<file path="src/rtl/fibo_bcd_converter_pkg.sv">
// fibo_pkg -- shared types and constants for the Fibonacci BCD converter.
//   state_t            : converter FSM states (IDLE / SHIFT / HOLD)
//   bcd_digit_t        : one packed BCD digit
//   BCD_ADJ_THRESHOLD  : digit value at or above which double-dabble adds a correction
//   BCD_ADJ_VALUE      : correction added before each shift
//   bcd_digits_needed  : decimal digits required to show any DATA_WIDTH-bit value
package fibo_pkg;

  typedef enum logic [1:0] {
    IDLE  = 2'd0,
    SHIFT = 2'd1,
    HOLD  = 2'd2
  } state_t;

  typedef logic [3:0] bcd_digit_t;

  localparam bcd_digit_t BCD_ADJ_THRESHOLD = 4'd5;
  localparam bcd_digit_t BCD_ADJ_VALUE     = 4'd3;

  // ceil(width * log10(2)); 0.30103 is accurate enough that no realistic
  // width lands on the wrong side of an integer boundary.
  function automatic int bcd_digits_needed(input int width);
    return (width * 30103 + 99999) / 100000;
  endfunction

endpackage

</file>
<file path="src/rtl/fibo_bcd_converter_if.sv">
// fibo_bcd_converter_if -- request/result bundle between the Fibonacci
// generator side (master) and the BCD converter (slave).
//   start, bin_in, ovf_in : conversion request (master -> slave)
//   in_ready, busy        : converter status (slave -> master)
//   out_valid, bcd, ovf   : result, valid/ready handshake (slave -> master)
//   out_ready             : consumer accepts the result (master -> slave)
interface fibo_bcd_converter_if
  import fibo_pkg::*;
#(
  parameter int DATA_WIDTH = 64,
  parameter int DIGITS     = 20
);

  logic                    start;
  logic [DATA_WIDTH-1:0]   bin_in;
  logic                    ovf_in;
  logic                    in_ready;
  logic                    busy;
  logic                    out_valid;
  logic                    out_ready;
  logic [4*DIGITS-1:0]     bcd;
  logic                    ovf;

  modport master (
    output start, bin_in, ovf_in, out_ready,
    input  in_ready, busy, out_valid, bcd, ovf
  );

  modport slave (
    input  start, bin_in, ovf_in, out_ready,
    output in_ready, busy, out_valid, bcd, ovf
  );

endinterface

</file>
<file path="src/rtl/fibo_bcd_converter_digit_adj.sv">
// bcd_digit_adj -- double-dabble correction cell for one BCD digit.
//   din  : digit before the shift
//   dout : din + 3 when din >= 5, otherwise din (4-bit, no carry out)
module bcd_digit_adj
  import fibo_pkg::*;
(
  input  bcd_digit_t din,
  output bcd_digit_t dout
);

  assign dout = (din >= BCD_ADJ_THRESHOLD) ? bcd_digit_t'(din + BCD_ADJ_VALUE) : din;

endmodule

</file>
<file path="src/rtl/fibo_bcd_converter.sv">
// fibo_bcd_converter -- sequential double-dabble binary to packed BCD converter.
// Captures a finished generator result and converts it one bit per clock
// (DATA_WIDTH cycles), then presents it on a valid/ready output.
//   clk    : rising-edge clock
//   reset  : synchronous active-high reset
//   bus    : fibo_bcd_converter_if.slave (start/bin_in/ovf_in request,
//            in_ready/busy status, out_valid/out_ready/bcd/ovf result)
// Optional build macro FIBO_BCD_EDGE_START_EN: start is taken as a level and
// only its 0->1 edge, seen while idle, launches a conversion.
module fibo_bcd_converter
  import fibo_pkg::*;
#(
  parameter int DATA_WIDTH = 64,
  parameter int DIGITS     = 20
) (
  input  logic                  clk,
  input  logic                  reset,
  fibo_bcd_converter_if.slave   bus
);

  localparam int CNT_W = $clog2(DATA_WIDTH);
  localparam int BCD_W = 4 * DIGITS;
  localparam logic [CNT_W-1:0] LAST_CNT = CNT_W'(DATA_WIDTH - 1);

  // Elaboration-time parameter sanity checks.
  generate
    if (DATA_WIDTH < 4) begin : g_bad_width
      $error("fibo_bcd_converter: DATA_WIDTH must be >= 4");
    end
    if (DIGITS < bcd_digits_needed(DATA_WIDTH)) begin : g_bad_digits
      $error("fibo_bcd_converter: DIGITS too small for DATA_WIDTH");
    end
  endgenerate

  state_t                 state_reg, state_next;
  logic [DATA_WIDTH-1:0]  shift_reg, shift_next;
  logic [BCD_W-1:0]       acc_reg,   acc_next;
  logic [CNT_W-1:0]       cnt_reg,   cnt_next;
  logic [BCD_W-1:0]       bcd_reg,   bcd_next;
  logic                   ovf_reg,   ovf_next;

  logic [BCD_W-1:0]             acc_adj;
  logic [BCD_W+DATA_WIDTH-1:0]  dabble;
  logic                         start_fire;
  logic                         in_ready_comb;
  logic                         busy_comb;
  logic                         out_valid_comb;

  // ---------------------------------------------------------------------------
  // Start qualification
  // ---------------------------------------------------------------------------
`ifdef FIBO_BCD_EDGE_START_EN
  logic start_d_reg;

  // The delayed copy tracks start in every state, so an edge that occurs while
  // busy is consumed there and never fires later in IDLE.
  always_ff @(posedge clk) begin
    if (reset) begin
      start_d_reg <= 1'b0;
    end else begin
      start_d_reg <= bus.start;
    end
  end

  assign start_fire = bus.start & ~start_d_reg;
`else
  assign start_fire = bus.start;
`endif

  // ---------------------------------------------------------------------------
  // Per-digit add-3 correction, then one combined left shift of {bcd, bin}.
  // The top bit of the corrected accumulator falls off the end; it is always
  // zero when DIGITS is large enough.
  // ---------------------------------------------------------------------------
  generate
    for (genvar gi = 0; gi < DIGITS; gi++) begin : g_adj
      bcd_digit_adj u_adj (
        .din  (acc_reg[4*gi +: 4]),
        .dout (acc_adj[4*gi +: 4])
      );
    end
  endgenerate

  assign dabble = {acc_adj, shift_reg} << 1;

  // ---------------------------------------------------------------------------
  // State and datapath registers
  // ---------------------------------------------------------------------------
  always_ff @(posedge clk) begin
    if (reset) begin
      state_reg <= IDLE;
      shift_reg <= '0;
      acc_reg   <= '0;
      cnt_reg   <= '0;
      bcd_reg   <= '0;
      ovf_reg   <= 1'b0;
    end else begin
      state_reg <= state_next;
      shift_reg <= shift_next;
      acc_reg   <= acc_next;
      cnt_reg   <= cnt_next;
      bcd_reg   <= bcd_next;
      ovf_reg   <= ovf_next;
    end
  end

  // ---------------------------------------------------------------------------
  // Next-state and output logic
  // ---------------------------------------------------------------------------
  always_comb begin
    state_next     = state_reg;
    shift_next     = shift_reg;
    acc_next       = acc_reg;
    cnt_next       = cnt_reg;
    bcd_next       = bcd_reg;
    ovf_next       = ovf_reg;
    in_ready_comb  = 1'b0;
    busy_comb      = 1'b0;
    out_valid_comb = 1'b0;

    case (state_reg)
      IDLE: begin
        in_ready_comb = 1'b1;
        if (start_fire) begin
          if (bus.ovf_in) begin
            // Overflowed result: no number to convert, publish the marker.
            bcd_next   = '0;
            ovf_next   = 1'b1;
            state_next = HOLD;
          end else begin
            shift_next = bus.bin_in;
            acc_next   = '0;
            cnt_next   = '0;
            state_next = SHIFT;
          end
        end
      end

      SHIFT: begin
        busy_comb  = 1'b1;
        acc_next   = dabble[BCD_W+DATA_WIDTH-1 -: BCD_W];
        shift_next = dabble[DATA_WIDTH-1:0];
        cnt_next   = cnt_reg + 1'b1;
        if (cnt_reg == LAST_CNT) begin
          bcd_next   = dabble[BCD_W+DATA_WIDTH-1 -: BCD_W];
          ovf_next   = 1'b0;
          state_next = HOLD;
        end
      end

      HOLD: begin
        out_valid_comb = 1'b1;
        if (bus.out_ready) begin
          state_next = IDLE;
        end
      end

      default: begin
        state_next = IDLE;
      end
    endcase
  end

  assign bus.in_ready  = in_ready_comb;
  assign bus.busy      = busy_comb;
  assign bus.out_valid = out_valid_comb;
  assign bus.bcd       = bcd_reg;
  assign bus.ovf       = ovf_reg;

endmodule

</file>
<file path="src/flat_wrapper.sv">
// flat-port wrapper written by rule: the top's interface ports become plain ports
module fibo_bcd_converter_flat import fibo_pkg::*;
#(
  parameter int DATA_WIDTH = 64,
  parameter int DIGITS     = 20
)
  (clk, reset, bus_start, bus_bin_in, bus_ovf_in, bus_out_ready, bus_in_ready, bus_busy, bus_out_valid, bus_bcd, bus_ovf);
  fibo_bcd_converter_if #(.DATA_WIDTH(DATA_WIDTH), .DIGITS(DIGITS)) bus_i ();
  input  logic clk;
  input  logic reset;
  input wire logic [$bits(bus_i.start)-1:0] bus_start;
  input wire logic [$bits(bus_i.bin_in)-1:0] bus_bin_in;
  input wire logic [$bits(bus_i.ovf_in)-1:0] bus_ovf_in;
  input wire logic [$bits(bus_i.out_ready)-1:0] bus_out_ready;
  output wire logic [$bits(bus_i.in_ready)-1:0] bus_in_ready;
  output wire logic [$bits(bus_i.busy)-1:0] bus_busy;
  output wire logic [$bits(bus_i.out_valid)-1:0] bus_out_valid;
  output wire logic [$bits(bus_i.bcd)-1:0] bus_bcd;
  output wire logic [$bits(bus_i.ovf)-1:0] bus_ovf;
  assign bus_i.start = bus_start;
  assign bus_i.bin_in = bus_bin_in;
  assign bus_i.ovf_in = bus_ovf_in;
  assign bus_i.out_ready = bus_out_ready;
  assign bus_in_ready = bus_i.in_ready;
  assign bus_busy = bus_i.busy;
  assign bus_out_valid = bus_i.out_valid;
  assign bus_bcd = bus_i.bcd;
  assign bus_ovf = bus_i.ovf;
  fibo_bcd_converter #(.DATA_WIDTH(DATA_WIDTH), .DIGITS(DIGITS)) u_core (.clk(clk), .reset(reset), .bus(bus_i));
endmodule
</file>
<file path="config.mk">
export PLATFORM = sky130hd
export DESIGN_NAME = fibo_bcd_converter_flat
export DESIGN_NICKNAME = d
export VERILOG_FILES = /design/src/rtl/fibo_bcd_converter_pkg.sv /design/src/rtl/fibo_bcd_converter_if.sv /design/src/rtl/fibo_bcd_converter_digit_adj.sv /design/src/rtl/fibo_bcd_converter.sv /design/src/flat_wrapper.sv
export SDC_FILE = /design/constraint.sdc
export NUM_CORES = 1
export LEC_CHECK = 0
export CAP_MARGIN = 20
export CORE_ASPECT_RATIO = 0.5
export CORE_MARGIN = 1
export CORE_UTILIZATION = 45
export DETAILED_ROUTE_END_ITERATION = 16
export PLACE_DENSITY = 0.7
export REMOVE_ABC_BUFFERS = 1
export SYNTH_ARGS = -nofsm -noshare
export SYNTH_HDL_FRONTEND = slang
export SYNTH_SLANG_ARGS = --single-unit
</file>
<file path="constraint.sdc">
create_clock -name clk -period 2.46 [get_ports clk]
set_clock_uncertainty 0.15 [all_clocks]
set_input_delay 0.369 -clock clk [delete_from_list [all_inputs] [get_ports clk]]
set_output_delay 0.369 -clock clk [all_outputs]
set_load 0.02 [all_outputs]
</file>
==> impl_metrics.ini <==
[placed_design]
placed_area_sq_um = 11900
placed_cells = 1477
portBuffers = 152
gp_congestion = 0.812
dp_hpwl_mm = 16.3

[finish]
area_growth_syn_to_layout_pct = 26.0
fin_util_pct = 58.1
fin_area_sq_um = 12700
drive_gt1_share_pct = 6.09
layoutNonFillerInstCount = 1517
fin_nets = 1311

[grt]
antenna_found_initial = 1
use_met1_pct = 28.9
grt-ovfl-total = 0
busiest_layer = met2
met2_usage_pct = 35.6
track_usage_pct = 21.4
grt_max_degree = 74
grt_first_pass_wirelength_mm = 39.7
use_met3_pct = 3.94
grt_pass1_vias = 8059

[route]
wire_per_inst_um = 16.3
via_per_inst = 5.55
initialDrtViolationCount = 424
wirelength_mm = 24.7
antenna_left = 0
dr.pass1.iters = 5
num_vias = 8422
drc = 0

[floorplan]
design.core.area_sq_um = 21800
start_util_pct = 46.2
dieArea_sq_um = 23000
rows = 38
io-pin-count = 153
die_x_um = 213
die_y_um = 108

[sta]
finalSetupViolCount = 0
period_minus_slack_ns = 2.32
fin_tns_setup_ns = 0
finalHoldViolCount = 0
max_freq_ghz = 0.431
fin_hold_ws_ns = 0.257
slew_headroom_pct = 30.5
rsz0062_at_grt = no
tightest_slew_ns = 1.04
slew_viol_final = 0
period_share_pct = 94.3

[logic_synthesis]
synthFlopType = dfxtp_1
synth_cells = 1076
ys_types = 42
yosysSeqAreaShare_pct = 46.4
synth_async_sr_flop_share_pct = 0
yosysWarningCount = 0
synth_seq_cells = 233
syn_avg_cell_area_sq_um = 9.34
syn_area_sq_um = 10100
synth_edf_count = 0

[critical_path]
cp.arrival_ns = 1.80
cp-end-kind = output port
r2r-end = u_core.bus.bcd[60]$_SDFFE_PP0P_
crit_fanout = 17
r2r_slack_ns = 0.21
path_class = reg2out
start_kind = flop
r2r_start = u_core.state_reg[1]$_SDFFE_PP0P_
required_ns = 1.94
reg2regPathDepth = 5

[power]
powerDensity_nw_per_um2 = 646
vdd_drop_max_mv = 0.393
power_leakage_uw = 0.00469

[hold_path]
holdCritStartpoint = reset
hp-class = in2reg
min_path_cells = 3
min_to = u_core.shift_reg[37]$_SDFFE_PP0P_

[cts]
cts_sinks = 233
cts-root-buf = clkbuf_16
clkTransAtPathRegs_ns = 0.07
clk_latency_ns = 0.50
cts_resized = 0
clk_path_buf_depth = 3
cts_setup_buffers = 0
h-tree-depth = 1
tritoncts = done
numCtsBuffers = 22
cts_hold_buffers = 0

[outcome]
status = finished, final reports clean

[job]
drv_cap = 0
## kinds of logic after synthesis
| group | share of synthesized area [%] |
|---|---|
| multiplexers | 1.99 |
| adder cells (fa/ha/maj) | 5.10 |
| AO/OA/AOI/OAI | 24.4 |
| AND/OR/NAND/NOR | 14.8 |
| XOR/XNOR | 2.00 |
| flip-flops | 46.4 |
| buffers and inverters | 5.29 |
## layout make-up
cell class	instances	area (sq um)
diodes	1	2.50
repair buffers	177	1810
multi-input cells	724	4900
fillers	1896	9110
well taps	300	375
clock buffers	32	659
inverters	43	161
flip-flops and latches	233	4660
clock inverters	7	91.3
## worst max path at each step
stage / start / endpoint / slack, ns / depth (start not counted)
global route: u_core.state_reg[1]$_SDFFE_PP0P_ / u_core.bus.bcd[68]$_SDFFE_PP0P_ / 0.05 / 5
detailed placement: bus_ovf_in / u_core.shift_reg[50]$_SDFFE_PP0P_ / 0.08 / 6
global placement: bus_ovf_in / u_core.acc_reg[65]$_SDFFE_PP0P_ / 0.12 / 6
CTS: u_core.state_reg[1]$_SDFFE_PP0P_ / bus_busy / 0.10 / 3
floorplan: u_core.state_reg[0]$_SDFFE_PP0P_ / u_core.acc_reg[57]$_SDFFE_PP0P_ / -3.67 / 4
finish: u_core.state_reg[1]$_SDFFE_PP0P_ / bus_busy / 0.14 / 3
## per-layer routing
layer	wire length (um)	vias up
li1	-	4135
met1	11900	4076
met2	11300	179
met3	1170	32
met4	361	0
met5	0	-
## where the power goes
group / total (uW) / switching (uW) / internal, uW
clock network: 3510 / 1440 / 2070
registers: 3950 / 61.8 / 3890
logic: 709 / 405 / 305
total: 8170 / 1910 / 6270
## metrics by stage
stage	worst slack, ns	power [uW]
final	0.140	8170
after global routing	0.0505	8490
after CTS	0.103	8240
after detailed placement	0.0791	4740
after global placement	0.117	4720
after floorplan	-3.67	4390
## Yosys cell counts, types with 2 or more instances
cell / instances / area, sq um
mux2i_1: 20 / 200
nand2_1: 128 / 480
nor3b_1: 39 / 293
o2bb2ai_1: 38 / 333
clkbuf_1: 33 / 124
a2bb2oi_1: 41 / 359
nor2_1: 118 / 443
a22oi_1: 3 / 22.5
nand2b_1: 23 / 144
a21oi_1: 63 / 315
a22o_1: 80 / 701
xor2_1: 3 / 26.3
buf_6: 4 / 45.0
dfxtp_1: 233 / 4660
buf_2: 35 / 175
nand3_1: 2 / 10.0
inv_2: 2 / 7.51
inv_1: 41 / 154
a311oi_1: 64 / 561
o21ai_0: 22 / 110
ha_1: 41 / 513
buf_4: 3 / 22.5
nor3_1: 2 / 10.0
xnor2_1: 20 / 175
## cells in the final DEF, fill, tap and decap left out, types with 5 or more instances in the layout
master           synthesis  layout
a22o_1                  80      80
a2bb2oi_1               41      41
buf_12                   0       8
nand2b_1                23      23
inv_1                   41      41
a21oi_1                 63      63
dfxtp_1                233     233
clkbuf_16                0      23
clkdlybuf4s50_1          0     151
nor3b_1                 39      39
nor2_1                 118     116
a311oi_1                64      64
ha_1                    41      41
xnor2_1                 20      20
mux2i_1                 20      20
buf_4                    3      18
o21ai_0                 22      21
clkbuf_8                 0       5
o2bb2ai_1               38      38
nand2_1                128     128
## worst max-delay path: stages (launching register included)
cell	delay, ns
dfxtp_1	0.31
nand2b_4	0.24
inv_2	0.13
clkdlybuf4s50_1	0.61
No activity file was read; power rests on OpenSTA's default activity.
==> variant (same settings) <==
`DIGITS` is set to 20 in 3 places; all go to 40.
--- a/src/rtl/fibo_bcd_converter_if.sv
+++ b/src/rtl/fibo_bcd_converter_if.sv
@@ -8,7 +8,7 @@
   import fibo_pkg::*;
 #(
   parameter int DATA_WIDTH = 64,
-  parameter int DIGITS     = 20
+  parameter int DIGITS     = 40
 );
 
   logic                    start;
--- a/src/rtl/fibo_bcd_converter.sv
+++ b/src/rtl/fibo_bcd_converter.sv
@@ -11,7 +11,7 @@
   import fibo_pkg::*;
 #(
   parameter int DATA_WIDTH = 64,
-  parameter int DIGITS     = 20
+  parameter int DIGITS     = 40
 ) (
   input  logic                  clk,
   input  logic                  reset,
--- a/src/flat_wrapper.sv
+++ b/src/flat_wrapper.sv
@@ -2,7 +2,7 @@
 module fibo_bcd_converter_flat import fibo_pkg::*;
 #(
   parameter int DATA_WIDTH = 64,
-  parameter int DIGITS     = 20
+  parameter int DIGITS     = 40
 )
   (clk, reset, bus_start, bus_bin_in, bus_ovf_in, bus_out_ready, bus_in_ready, bus_busy, bus_out_valid, bus_bcd, bus_ovf);
   fibo_bcd_converter_if #(.DATA_WIDTH(DATA_WIDTH), .DIGITS(DIGITS)) bus_i ();
Ports: changed (resized bus_bcd); port bits go from 153 to 233. No check against the original RTL was run, so the function may have changed too.
==> variant against the unedited design <==
Worst setup slack gained 0.034 ns; design area grew 72%; sequential cell count is 160 higher; combinational power is 52% higher; die area increased by 71%; wire length increased by 77%; total power increased by 70%; hold slack worse by 0.17 ns; area after synthesis rose by 73%; critical path type unchanged.
==> variant: results <==
[worst_setup_path]
r2r_slack_ns = 0.29
reg2regPathDepth = 6
rr_endpoint = "u_core.bus.bcd[130]$_SDFFE_PP0P_"
critPathArrivalTime_ns = 1.77

[placement]
dpl.hpwl_um = 28500
io_buffers = 232
place_ws_ns = 0.0989

[sta]
finalWorstSetupSlack_ns = 0.174
max_slew_margin_pct = 52.5

[yosys]
yosys-top-cells-count = "dfxtp_1 (393), nand2_1 (331), a21oi_1 (244), nor2_1 (195)"
synth.distinct_cells = 44
yosysSeqAreaShare_pct = 45.4
synth.avg_cell_area_sq_um = 8.72
yosysTopAreaCellShare_pct = 45.4
yosys-top-cells-area = "dfxtp_1 (45%), nand2_1 (7.2%), a21oi_1 (7.0%), ha_1 (5.8%), mux2i_1 (4.6%)"

[grt]
grt_pass1_wl_um = 70800
grt_max_degree = 88
antenna_found_initial = 0

[finish]
n_antenna_cell = 0
drive_gt1_share_pct = 7.27
final_cells = 2721

[min_path]
whs_path_depth = 2
min_to = "u_core.acc_reg[39]$_SDFFE_PP0P_"

[detailed_routing]
drt_iter0_markers = 765
wl_um = 43800
vias_per_cell = 5.32

[run_status]
outcome = "complete, no violations"

[clock_tree]
insertion_delay_ns = 0.53

[power_and_ir_drop]
irDropWorstVdd_mv = 0.462
p_leak_nw = 8.21
[variant: critical path, delay by kind of cell (launching register included)]
kind	cells	cell delay [ns]
flops	1	0.36
buf+inv	2	0.70
simple gates	1	0.18
[variant: cell type report]
type,instances,area [sq um]
fill,3356,15900
multi-input combinational,1384,8660
sequential,393,7870
timing repair buffer,276,2920
clock buffer,45,1010
tap,520,651
inverter,84,315
clock inverter,19,308
[variant: power by group through the flow]
stage | sequential (mW) | clock (mW) | combinational [mW]
2_1_floorplan | 6.69 | 0 | 0.545
3_3_place_gp | 6.70 | 0 | 1.07
3_5_place_dp | 6.70 | 0 | 1.08
4_1_cts | 6.55 | 6.33 | 1.08
5_1_grt | 6.57 | 6.63 | 1.18
6_report | 6.55 | 6.25 | 1.08
[variant: repair_timing]
item                                    4_1_cts  5_1_grt
hold buffers                                  0        0
buffers inserted                              0        3
gates resized for setup                       1        0
cloned                                        0        0
endpoints found under the setup margin        1        1
[variant: worst max path at each step]
stage,endpoint,cells past startpoint
floorplan,u_core.bus.bcd[102]$_SDFFE_PP0P_,5
global placement,u_core.bus.bcd[66]$_SDFFE_PP0P_,6
detailed placement,u_core.bus.bcd[126]$_SDFFE_PP0P_,6
CTS,bus_busy,3
global route,bus_busy,3
finish,bus_busy,3
[variant: kinds of logic after synthesis]
group	after synthesis	synth area share [%]
xor gates and xnor gates	41	2.07
and+or+nand+nor	661	16.9
buffers and inverters	213	5.12
adders and majority gates	81	5.84
AOI/OAI and AO/OA	521	20.1
muxes	80	4.62
DFF	393	45.4
[variant: metrics by stage]
stage	total power [mW]	area [sq um]	hold slack, ns
after floorplan	7.23	16800	0.280
after global placement	7.76	20400	0.292
after detailed placement	7.78	20400	0.296
after CTS	14.0	21700	0.0617
after global routing	14.4	21700	0.0825
final	13.9	21700	0.0838
[variant: layer usage]
| metal | GRT usage (%) | up-vias | part of all wire, % | wire length (um) |
|---|---|---|---|---|
| met4 | 6.90 | 0 | 2.5 | 1090 |
| met3 | 3.15 | 77 | 3.3 | 1460 |
| met5 | 0 | - | 0 | 0 |
| li1 | - | 7254 | - | - |
| met1 | 28.2 | 6902 | 46 | 20100 |
| met2 | 37.3 | 245 | 48 | 21100 |
